[src/rtl/sys_addr_burst_router.sv]
// Burst-capable system address router: accepts one host request, then emits one
// registered, decoded beat per cycle with auto-incrementing address under backpressure.
module sys_addr_burst_router #(
  parameter int unsigned C_AWIDTH      = 32,
  parameter int unsigned C_EFF_AWIDTH  = 20,
  parameter int unsigned C_NUM_PE      = 16,
  parameter int unsigned C_PE_ID_WIDTH = 4,
  parameter int unsigned C_LEN_WIDTH   = 8,
  parameter int unsigned C_CTRL_AWIDTH = 10
) (
  input  logic                     iClk,
  input  logic                     iRst,
  input  logic                     iReqValid,
  output logic                     oReqReady,
  input  logic [C_AWIDTH-1:0]      iReqAddr,
  input  logic [C_LEN_WIDTH-1:0]   iReqLen,
  input  logic                     iReqBcast,
  output logic                     oBeatValid,
  input  logic                     iBeatReady,
  output logic                     oBeatLast,
  output logic [C_LEN_WIDTH-1:0]   oBeatIdx,
  output logic                     oCtrlEn,
  output logic                     oCPIMemEn,
  output logic                     oPEIMemEn,
  output logic                     oCPDMemEn,
  output logic [C_AWIDTH-1:0]      oCtrlAddr,
  output logic [C_AWIDTH-1:0]      oCPIMemAddr,
  output logic [C_AWIDTH-1:0]      oPEIMemAddr,
  output logic [C_AWIDTH-1:0]      oCPDMemAddr,
  output logic [C_AWIDTH-1:0]      oPEDMemRowAddr,
  output logic [C_NUM_PE-1:0]      oPEDMemEn,
  output logic                     oBeatErr,
  output logic                     oErrSticky,
  input  logic                     iErrClr
);

  localparam int unsigned E  = C_EFF_AWIDTH;
  localparam int unsigned W  = C_PE_ID_WIDTH;
  localparam int unsigned RW = C_EFF_AWIDTH - C_PE_ID_WIDTH;

  typedef enum logic {S_IDLE, S_BURST} state_e;

  state_e                 state_q, state_d;
  logic [E-1:0]           addr_q, addr_d;
  logic [C_LEN_WIDTH-1:0] len_q, len_d;
  logic                   bcast_q, bcast_d;
  logic [C_LEN_WIDTH-1:0] idx_q, idx_d;
  logic                   load;

  logic                   ctrl_en_q, ctrl_en_d;
  logic                   cp_imem_en_q, cp_imem_en_d;
  logic                   pe_imem_en_q, pe_imem_en_d;
  logic                   cp_dmem_en_q, cp_dmem_en_d;
  logic [C_NUM_PE-1:0]    pe_dmem_en_q, pe_dmem_en_d;
  logic                   beat_err_q, beat_err_d;
  logic                   beat_last_q, beat_last_d;
  logic                   err_sticky_q, err_sticky_d;
  logic [C_AWIDTH-1:0]    ctrl_addr_q, ctrl_addr_d;
  logic [C_AWIDTH-1:0]    cp_imem_addr_q, cp_imem_addr_d;
  logic [C_AWIDTH-1:0]    pe_imem_addr_q, pe_imem_addr_d;
  logic [C_AWIDTH-1:0]    cp_dmem_addr_q, cp_dmem_addr_d;
  logic [C_AWIDTH-1:0]    pe_row_q, pe_row_d;

  logic                   dec_pe, dec_ctrl, dec_imem, dec_cpi, dec_pei, dec_cpd, dec_hit;
  logic [W-1:0]           dec_id;
  logic [C_NUM_PE-1:0]    dec_pe_en;
  logic [RW-1:0]          dec_row;
  logic                   beat_valid_d;

  // Host address bits above the decoded window are intentionally ignored.
  logic unused_addr_hi;
  assign unused_addr_hi = ^iReqAddr[C_AWIDTH-1:E];

  // Request/beat sequencing.
  always_comb begin
    state_d = state_q;
    addr_d  = addr_q;
    len_d   = len_q;
    bcast_d = bcast_q;
    idx_d   = idx_q;
    load    = 1'b0;
    case (state_q)
      S_IDLE: begin
        if (iReqValid) begin
          state_d = S_BURST;
          addr_d  = iReqAddr[E-1:0];
          len_d   = iReqLen;
          bcast_d = iReqBcast;
          idx_d   = '0;
          load    = 1'b1;
        end
      end
      S_BURST: begin
        if (iBeatReady) begin
          if (idx_q == len_q) begin
            state_d = S_IDLE;
          end else begin
            idx_d  = idx_q + C_LEN_WIDTH'(1);
            addr_d = addr_q + E'(1);
            load   = 1'b1;
          end
        end
      end
      default: state_d = S_IDLE;
    endcase
  end

  // Decode the next beat address so every beat output is presented from a flop.
  always_comb begin
    beat_valid_d = (state_d == S_BURST);
    dec_pe    = addr_d[E-1] | addr_d[E-2];
    dec_id    = addr_d[W+1:2];
    dec_ctrl  = ~dec_pe & (&addr_d[E-3:C_CTRL_AWIDTH]);
    dec_imem  = ~dec_pe & ~dec_ctrl & ~addr_d[E-3];
    dec_cpi   = dec_imem & ~addr_d[E-4];
    dec_pei   = dec_imem & addr_d[E-4];
    dec_cpd   = ~dec_pe & ~dec_ctrl & addr_d[E-3];
    dec_hit   = 32'(dec_id) < C_NUM_PE;
    dec_row   = {addr_d[E-1:E-2] - 2'd1, addr_d[E-3:W+2], addr_d[1:0]};
    dec_pe_en = '0;
    if (bcast_d) begin
      dec_pe_en = {C_NUM_PE{1'b1}};
    end else if (dec_hit) begin
      dec_pe_en = C_NUM_PE'(1) << dec_id;
    end

    ctrl_en_d    = beat_valid_d & dec_ctrl;
    cp_imem_en_d = beat_valid_d & dec_cpi;
    pe_imem_en_d = beat_valid_d & dec_pei;
    cp_dmem_en_d = beat_valid_d & dec_cpd;
    pe_dmem_en_d = (beat_valid_d & dec_pe) ? dec_pe_en : '0;
    beat_err_d   = beat_valid_d & dec_pe & ~bcast_d & ~dec_hit;
    beat_last_d  = beat_valid_d & (idx_d == len_d);
    err_sticky_d = (oBeatValid & iBeatReady & beat_err_q) | (err_sticky_q & ~iErrClr);

    ctrl_addr_d    = ctrl_addr_q;
    cp_imem_addr_d = cp_imem_addr_q;
    pe_imem_addr_d = pe_imem_addr_q;
    cp_dmem_addr_d = cp_dmem_addr_q;
    pe_row_d       = pe_row_q;
    if (load) begin
      ctrl_addr_d    = C_AWIDTH'(addr_d[C_CTRL_AWIDTH-1:0]);
      cp_imem_addr_d = C_AWIDTH'(addr_d[E-5:0]);
      pe_imem_addr_d = C_AWIDTH'(addr_d[E-5:0]);
      cp_dmem_addr_d = C_AWIDTH'(addr_d[E-4:0]);
      pe_row_d       = C_AWIDTH'(dec_row);
    end
  end

  always_ff @(posedge iClk or negedge iRst) begin
    if (!iRst) begin
      state_q        <= S_IDLE;
      addr_q         <= '0;
      len_q          <= '0;
      bcast_q        <= 1'b0;
      idx_q          <= '0;
      ctrl_en_q      <= 1'b0;
      cp_imem_en_q   <= 1'b0;
      pe_imem_en_q   <= 1'b0;
      cp_dmem_en_q   <= 1'b0;
      pe_dmem_en_q   <= '0;
      beat_err_q     <= 1'b0;
      beat_last_q    <= 1'b0;
      err_sticky_q   <= 1'b0;
      ctrl_addr_q    <= '0;
      cp_imem_addr_q <= '0;
      pe_imem_addr_q <= '0;
      cp_dmem_addr_q <= '0;
      pe_row_q       <= '0;
    end else begin
      state_q        <= state_d;
      addr_q         <= addr_d;
      len_q          <= len_d;
      bcast_q        <= bcast_d;
      idx_q          <= idx_d;
      ctrl_en_q      <= ctrl_en_d;
      cp_imem_en_q   <= cp_imem_en_d;
      pe_imem_en_q   <= pe_imem_en_d;
      cp_dmem_en_q   <= cp_dmem_en_d;
      pe_dmem_en_q   <= pe_dmem_en_d;
      beat_err_q     <= beat_err_d;
      beat_last_q    <= beat_last_d;
      err_sticky_q   <= err_sticky_d;
      ctrl_addr_q    <= ctrl_addr_d;
      cp_imem_addr_q <= cp_imem_addr_d;
      pe_imem_addr_q <= pe_imem_addr_d;
      cp_dmem_addr_q <= cp_dmem_addr_d;
      pe_row_q       <= pe_row_d;
    end
  end

  assign oReqReady      = (state_q == S_IDLE);
  assign oBeatValid     = (state_q == S_BURST);
  assign oBeatLast      = beat_last_q;
  assign oBeatIdx       = idx_q;
  assign oCtrlEn        = ctrl_en_q;
  assign oCPIMemEn      = cp_imem_en_q;
  assign oPEIMemEn      = pe_imem_en_q;
  assign oCPDMemEn      = cp_dmem_en_q;
  assign oPEDMemEn      = pe_dmem_en_q;
  assign oBeatErr       = beat_err_q;
  assign oErrSticky     = err_sticky_q;
  assign oCtrlAddr      = ctrl_addr_q;
  assign oCPIMemAddr    = cp_imem_addr_q;
  assign oPEIMemAddr    = pe_imem_addr_q;
  assign oCPDMemAddr    = cp_dmem_addr_q;
  assign oPEDMemRowAddr = pe_row_q;

endmodule

[config.mk]
export PLATFORM = sky130hd
export DESIGN_NAME = sys_addr_burst_router
export DESIGN_NICKNAME = d
export VERILOG_FILES = /design/src/rtl/sys_addr_burst_router.sv
export SDC_FILE = /design/constraint.sdc
export NUM_CORES = 1
export LEC_CHECK = 0
export ABC_AREA = 1
export CORE_ASPECT_RATIO = 0.6
export CORE_MARGIN = 1.5
export CORE_UTILIZATION = 35
export CTS_CLUSTER_DIAMETER = 150
export CTS_CLUSTER_SIZE = 24
export DETAILED_ROUTE_END_ITERATION = 8
export PLACE_DENSITY_LB_ADDON = 0.08
export SLEW_MARGIN = 10
export SYNTH_ARGS = -nofsm -noshare
export SYNTH_HDL_FRONTEND = slang
export SYNTH_SLANG_ARGS = --single-unit
[constraint.sdc]
create_clock -name iClk -period 2.29 [get_ports iClk]
set_clock_uncertainty 0.1 [all_clocks]
set_input_delay 0.5725 -clock iClk [delete_from_list [all_inputs] [get_ports iClk]]
set_output_delay 0.5725 -clock iClk [all_outputs]
set_load 0.03 [all_outputs]
* Word level (Yosys, flattened, before mapping) *
Cells that the tools add are included.

cells by class
  $add $sub $neg = 3
  multipliers = 0
  divide/modulo/power cells = 0
  magnitude comparators = 0
  equality and inequality tests = 2
  shift operators = 1
  multiplexer cells = 20
  bitwise operators = 20
  reductions and logical operators = 1

operators by type and width
  kind                   count
  $mux 20                3
  $mux 8                 5
  $pmux 20 s2            1
  $mux 16                2
  $add 20x1->20 const B  1
  $eq 8x8->1             2
  $pmux 8 s2             1
  $shl 1x4->16 const A   1
  $and 1x1->1            13
  $add 8x1->8 const B    1
  $reduce_and 8->1       1
  $mux 1                 6
  $not 1->1              6
  $pmux 1 s2             2
  $sub 2x1->2 const B    1
  $or 1x1->1             1

word-level totals
  flip-flop bits (word level) = 119
  bits in latches = 0
  bits in writable memories = 0
  memory bits (read-only) = 0
  input bits = 46
  output and inout bits = 193
  word-level logic and storage cells = 63
  memories kept = 0

* Longest topological paths before layout *
Gate-level depths: netlist of run 1.

  depth after elaboration = 12
  gate-level depth with buffers = 19

* Worst setup path after synthesis of run 1 *
OpenSTA, ideal clock, no wires.

  kind = reg2reg
  from = register idx_q[0], in the netlist oBeatIdx[0]
  to = register pe_dmem_en_q[10], in the netlist oPEDMemEn[10]
  library setup time = 0.078 ns
  data arrival time = 2.426 ns
  data required time = 2.112 ns
  setup slack = -0.313 ns
  cell stages (with the launch flop) = 17
  buffers on the path = 2
  cells stage by stage = dfrtp_1 -> inv_2 -> nand2_1 -> nand2_1 -> nand2_2 -> nor2_4 -> nand2_8 -> nand2_2 -> inv_2 -> nand3_1 -> xor2_1 -> a21oi_1 -> ha_1 -> or2_1 -> clkbuf_2 -> buf_2 -> a21oi_1

on the way
  word-level cells in the longest chain between the ends = 7
  elaborated cells on any way between the ends = 12

RTL lines
  what                                               RTL line  RTL
  start, declared                                    47        logic [C_LEN_WIDTH-1:0] idx_q, idx_d;
  start signal, assigned                             175       idx_q <= idx_d;
  $eq 8x8->1 *                                       95        if (idx_q == len_q) begin
  $mux 20                                            95
  $mux 20                                            94        if (iBeatReady) begin
  $pmux 20 s2                                        82        case (state_q)
  $shl 1x4->16 / $or 1x1->1 (equally long branches)  124, 111
  $mux 16 / $and 1x1->1 (equally long branches)      n/a
  $mux 16 *                                          131       pe_dmem_en_d = (beat_valid_d & dec_pe) ? dec_pe_en : '0;
  named net pe_dmem_en_d[10]                         54        logic [C_NUM_PE-1:0] pe_dmem_en_q, pe_dmem_en_d;
  end signal, assigned                               180       pe_dmem_en_q <= pe_dmem_en_d;
  end, declared                                      54

Mark *: on every way through the listed nets, which the timed path passes. The rest lies on a longest branch.
A chain may end at the register's enable or synchronous reset.

* Worst setup path after layout of run 1 *
  from = register addr_q[5]
  to = register pe_dmem_en_q[8], in the netlist oPEDMemEn[8]

on the way
  word-level cells in the longest chain between the ends = 7
  elaborated cells on any way between the ends = 10

RTL lines
  what                                               RTL line  RTL
  start, declared                                    44        logic [E-1:0] addr_q, addr_d;
  start signal, assigned                             172       addr_q <= addr_d;
  $add 20x1->20                                      99        addr_d = addr_q + E'(1);
  $mux 20                                            95
  $mux 20                                            94
  $pmux 20 s2 *                                      82
  $shl 1x4->16 / $or 1x1->1 (equally long branches)  124, 111
  $mux 16 / $and 1x1->1 (equally long branches)      n/a
  $mux 16 *                                          131
  named net pe_dmem_en_d[8]                          54

Marked as above.

==> out/qor.yml, run 1 <==
setup_path:
  worstPathCellList: "nand2_1 > nor2_1 > nand3_2 > nor2_4 > nand3_2 > xor2_1 > a21oi_2 > ha_2 > or2_4 > buf_12 > a21oi_1"
  crit_type: "register to register"
  crit_path_end_kind: "register"
  slowest_delay_ns: 0.47
  critPathTopFamily: "simple AND/OR/NAND/NOR gates"
  start_kind: "register"
  crit_path_frequent_cell: "nand3_2"
  required_ns: 2.46
  path_buf_inv: 1
  critPathSlowestCell: "dfrtp_1"
  cp_data_arrival_time_ns: 2.49
  critPathMaxFanout: 16
cells_and_area:
  final_util_pct: 50.7
  diodes: 0
  final_common_cell: "nand2_1"
  area_delta_synth_final_pct: 38.6
  layout.nets: 934
  fill_cells: 1444
  final_cell_mix: "nand2_1 (142), clkdlybuf4s50_1 (134), buf_4 (100), conb_1 (86), dfrtp_1 (69)"
  fin_cells: 1088
  layout-drive-gt1-share_pct: 23.3
sta:
  rsz0062_at_grt: "true"
  slew_viol_final: 0
  finalCritPeriodShare_pct: 101
  finalCriticalPeriod_ns: 2.32
  hold_violations: 0
  max_freq_mhz: 431
  setup_slack_ns: -0.0301
  worst_pin_slew_ns: 0.835
  slew_headroom_pct: 44.4
  setup_viol: 11
floorplan:
  die_y_um: 99.4
  core-area_um2: 14800
  dieWidth_um: 164
  fp-row-count: 34
  io_pins: 239
  die-area_um2: 16300
  start_util_pct: 36.6
logic_synthesis:
  synth_seq_cells: 80
  yosysWarningCount: 0
  synth-edff-count: 0
  synth_area_um2: 5420
  synthArstFlopShare_pct: 100
  synthCells: 710
  syn_area_per_cell_um2: 7.63
  synth_cell_type_count: 42
  synth_ff_type: "dfrtp_1"
  yosysSeqAreaShare_pct: 37.0
pwr:
  power.density_nw_per_um2: 1460
  leakage_nw: 3.71
  ir_drop_v: 0.000693
  total_power_mw: 11.0
place:
  dpl.hpwl_um: 11400
  post-place-cells: 1063
  gp_congestion: 0.882
  portBuffers: 140
drt:
  wl_um: 14700
  wl_per_cell_um: 13.6
  antenna_left: 0
  dr.pass1.iters: 5
  drtIter0Drc: 299
  drcViolationCount: 0
  route.vias.total: 4807
  vias_per_cell: 4.42
run:
  drv_cap: 0
clock_network:
  cts_tree: "done"
  root_buffer: "clkbuf_16"
  cts-hold-fix-buffers: 0
  cts_buffer_depth: 2
  cts_buffers: 9
  clk_latency_ns: 0.35
  clkTransAtPathRegs_ns: 0.07
  cts.sinks: 80
  htreeDepth: 3
outcome:
  status: "complete, but fails checks"
  violations: "negative setup slack"
worst_hold_path:
  hp-class: "input port to asynchronous set/reset pin"
global_route:
  grt_pass1_vias: 4443
  grt_max_degree: 34
  track_usage_pct: 18.1
  grt_pass1_wl_um: 22800
  grt.overflow.total: 0
  antenna_found_initial: 0
[timing repair]
action | in CTS | in global routing
setup buffers | 8 | 1
gates resized for setup | 20 | 18
setup endpoints to repair | 22 | 39
pin swaps | 10 | 4
[where the power goes]
| part | internal, mW | leakage [nW] | switching (mW) |
|---|---|---|---|
| logic | 2.94 | 2.63 | 4.07 |
| registers | 1.99 | 0.939 | 0.513 |
| clock network | 0.771 | 0.141 | 0.678 |
[worst register-to-register path, delay by kind of cell (launching register included)]
family,cells,cell delay [ns]
fa+ha+maj,1,0.20
flops,1,0.47
compound gates,2,0.22
simple gates,6,0.91
buf+inv,1,0.15
xor+xnor,1,0.19
[worst paths after layout]
check	slack, ns	to	cells after the start	start
worst max-delay path	-0.03	oPEDMemEn[8]$_DFF_PN0_	11	addr_q[5]$_DFF_PN0_
worst min-delay path	0.05	len_q[2]$_DFF_PN0_	1	iRst
worst max register to register	-0.03	oPEDMemEn[8]$_DFF_PN0_	11	addr_q[5]$_DFF_PN0_
worst min register to register	0.39	oErrSticky$_DFF_PN0_	2	oErrSticky$_DFF_PN0_
max in group asynchronous	1.42	addr_q[14]$_DFF_PN0_	2	iRst
min in group iClk	0.39	oErrSticky$_DFF_PN0_	2	oErrSticky$_DFF_PN0_
[registers in the layout, summed over array words and instances, names as in the netlist, 4 cells and up]
name	cells
oBeatIdx	8
addr_q	20
oCPDMemAddr	16
oPEDMemEn	16
oPEDMemRowAddr	4
len_q	8
[logic make-up after synthesis]
| group | count (synthesis) | share of synthesized area (%) |
|---|---|---|
| buffers and inverters | 234 | 26.5 |
| flip-flops | 80 | 37.0 |
| AND/OR/NAND/NOR | 302 | 25.9 |
| XOR/XNOR | 9 | 1.45 |
| other | 1 | 0.0692 |
| AO/OA/AOI/OAI | 81 | 8.48 |
| adder cells (fa/ha/maj) | 3 | 0.693 |
[layer usage]
layer	GRT usage [%]	up-vias	part of all wire, %
li1	-	2376	-
met1	26.6	2255	49
met2	26.5	162	44
met3	4.30	14	6.9
met4	4.34	0	0.83
met5	0	-	0
[metrics by stage]
stage                     instance area (um^2)  hold slack (ns)  worst slack [ns]   TNS, ns
after floorplan                           5810            0.177           -0.0983    -0.967
after global routing                      7510           0.0793            -0.165     -2.72
after global placement                    7020            0.373            -0.358    -12.01
after CTS                                 7450           0.0601          -0.00200  -0.00314
after detailed placement                  7020            0.379            -0.388    -12.91
final                                     7510           0.0547           -0.0301    -0.160
[Yosys cell counts (all sizes together) (4+ instances only)]
| cell | instances | area share (%) |
|---|---|---|
| buf | 158 | 21 |
| nand2 | 156 | 12 |
| dfrtp | 80 | 37 |
| inv | 72 | 5.0 |
| nand3 | 66 | 6.5 |
| nor2 | 54 | 4.6 |
| o21ai | 36 | 3.4 |
| a21oi | 27 | 2.7 |
| a22oi | 10 | 1.4 |
| nor3 | 10 | 1.0 |
| nand4 | 8 | 1.2 |
| or2 | 6 | 0.69 |
| xor2 | 5 | 0.81 |
| a31oi | 4 | 0.46 |
| clkbuf | 4 | 0.30 |
| xnor2 | 4 | 0.65 |
[layout make-up]
| cell class | instances | area (um^2) | share of cell area [%] |
|---|---|---|---|
| multi-input combinational | 481 | 2460 | 32.8 |
| timing repair buffer | 241 | 2200 | 29.4 |
| sequential | 80 | 2020 | 26.8 |
| inverter | 72 | 280 | 3.73 |
| tap | 198 | 248 | 3.30 |
| clock buffer | 9 | 225 | 3.00 |
| clock inverter | 7 | 73.8 | 0.983 |
No activity file was read; power rests on OpenSTA's default activity.
==> run 2: changes to the inputs <==
Settings changed: CTS_BUF_LIST from default to sky130_fd_sc_hd__clkbuf_16.
==> results of run 2 <==
Same layout as run 1: the final DEF is identical, and so are final timing and power.
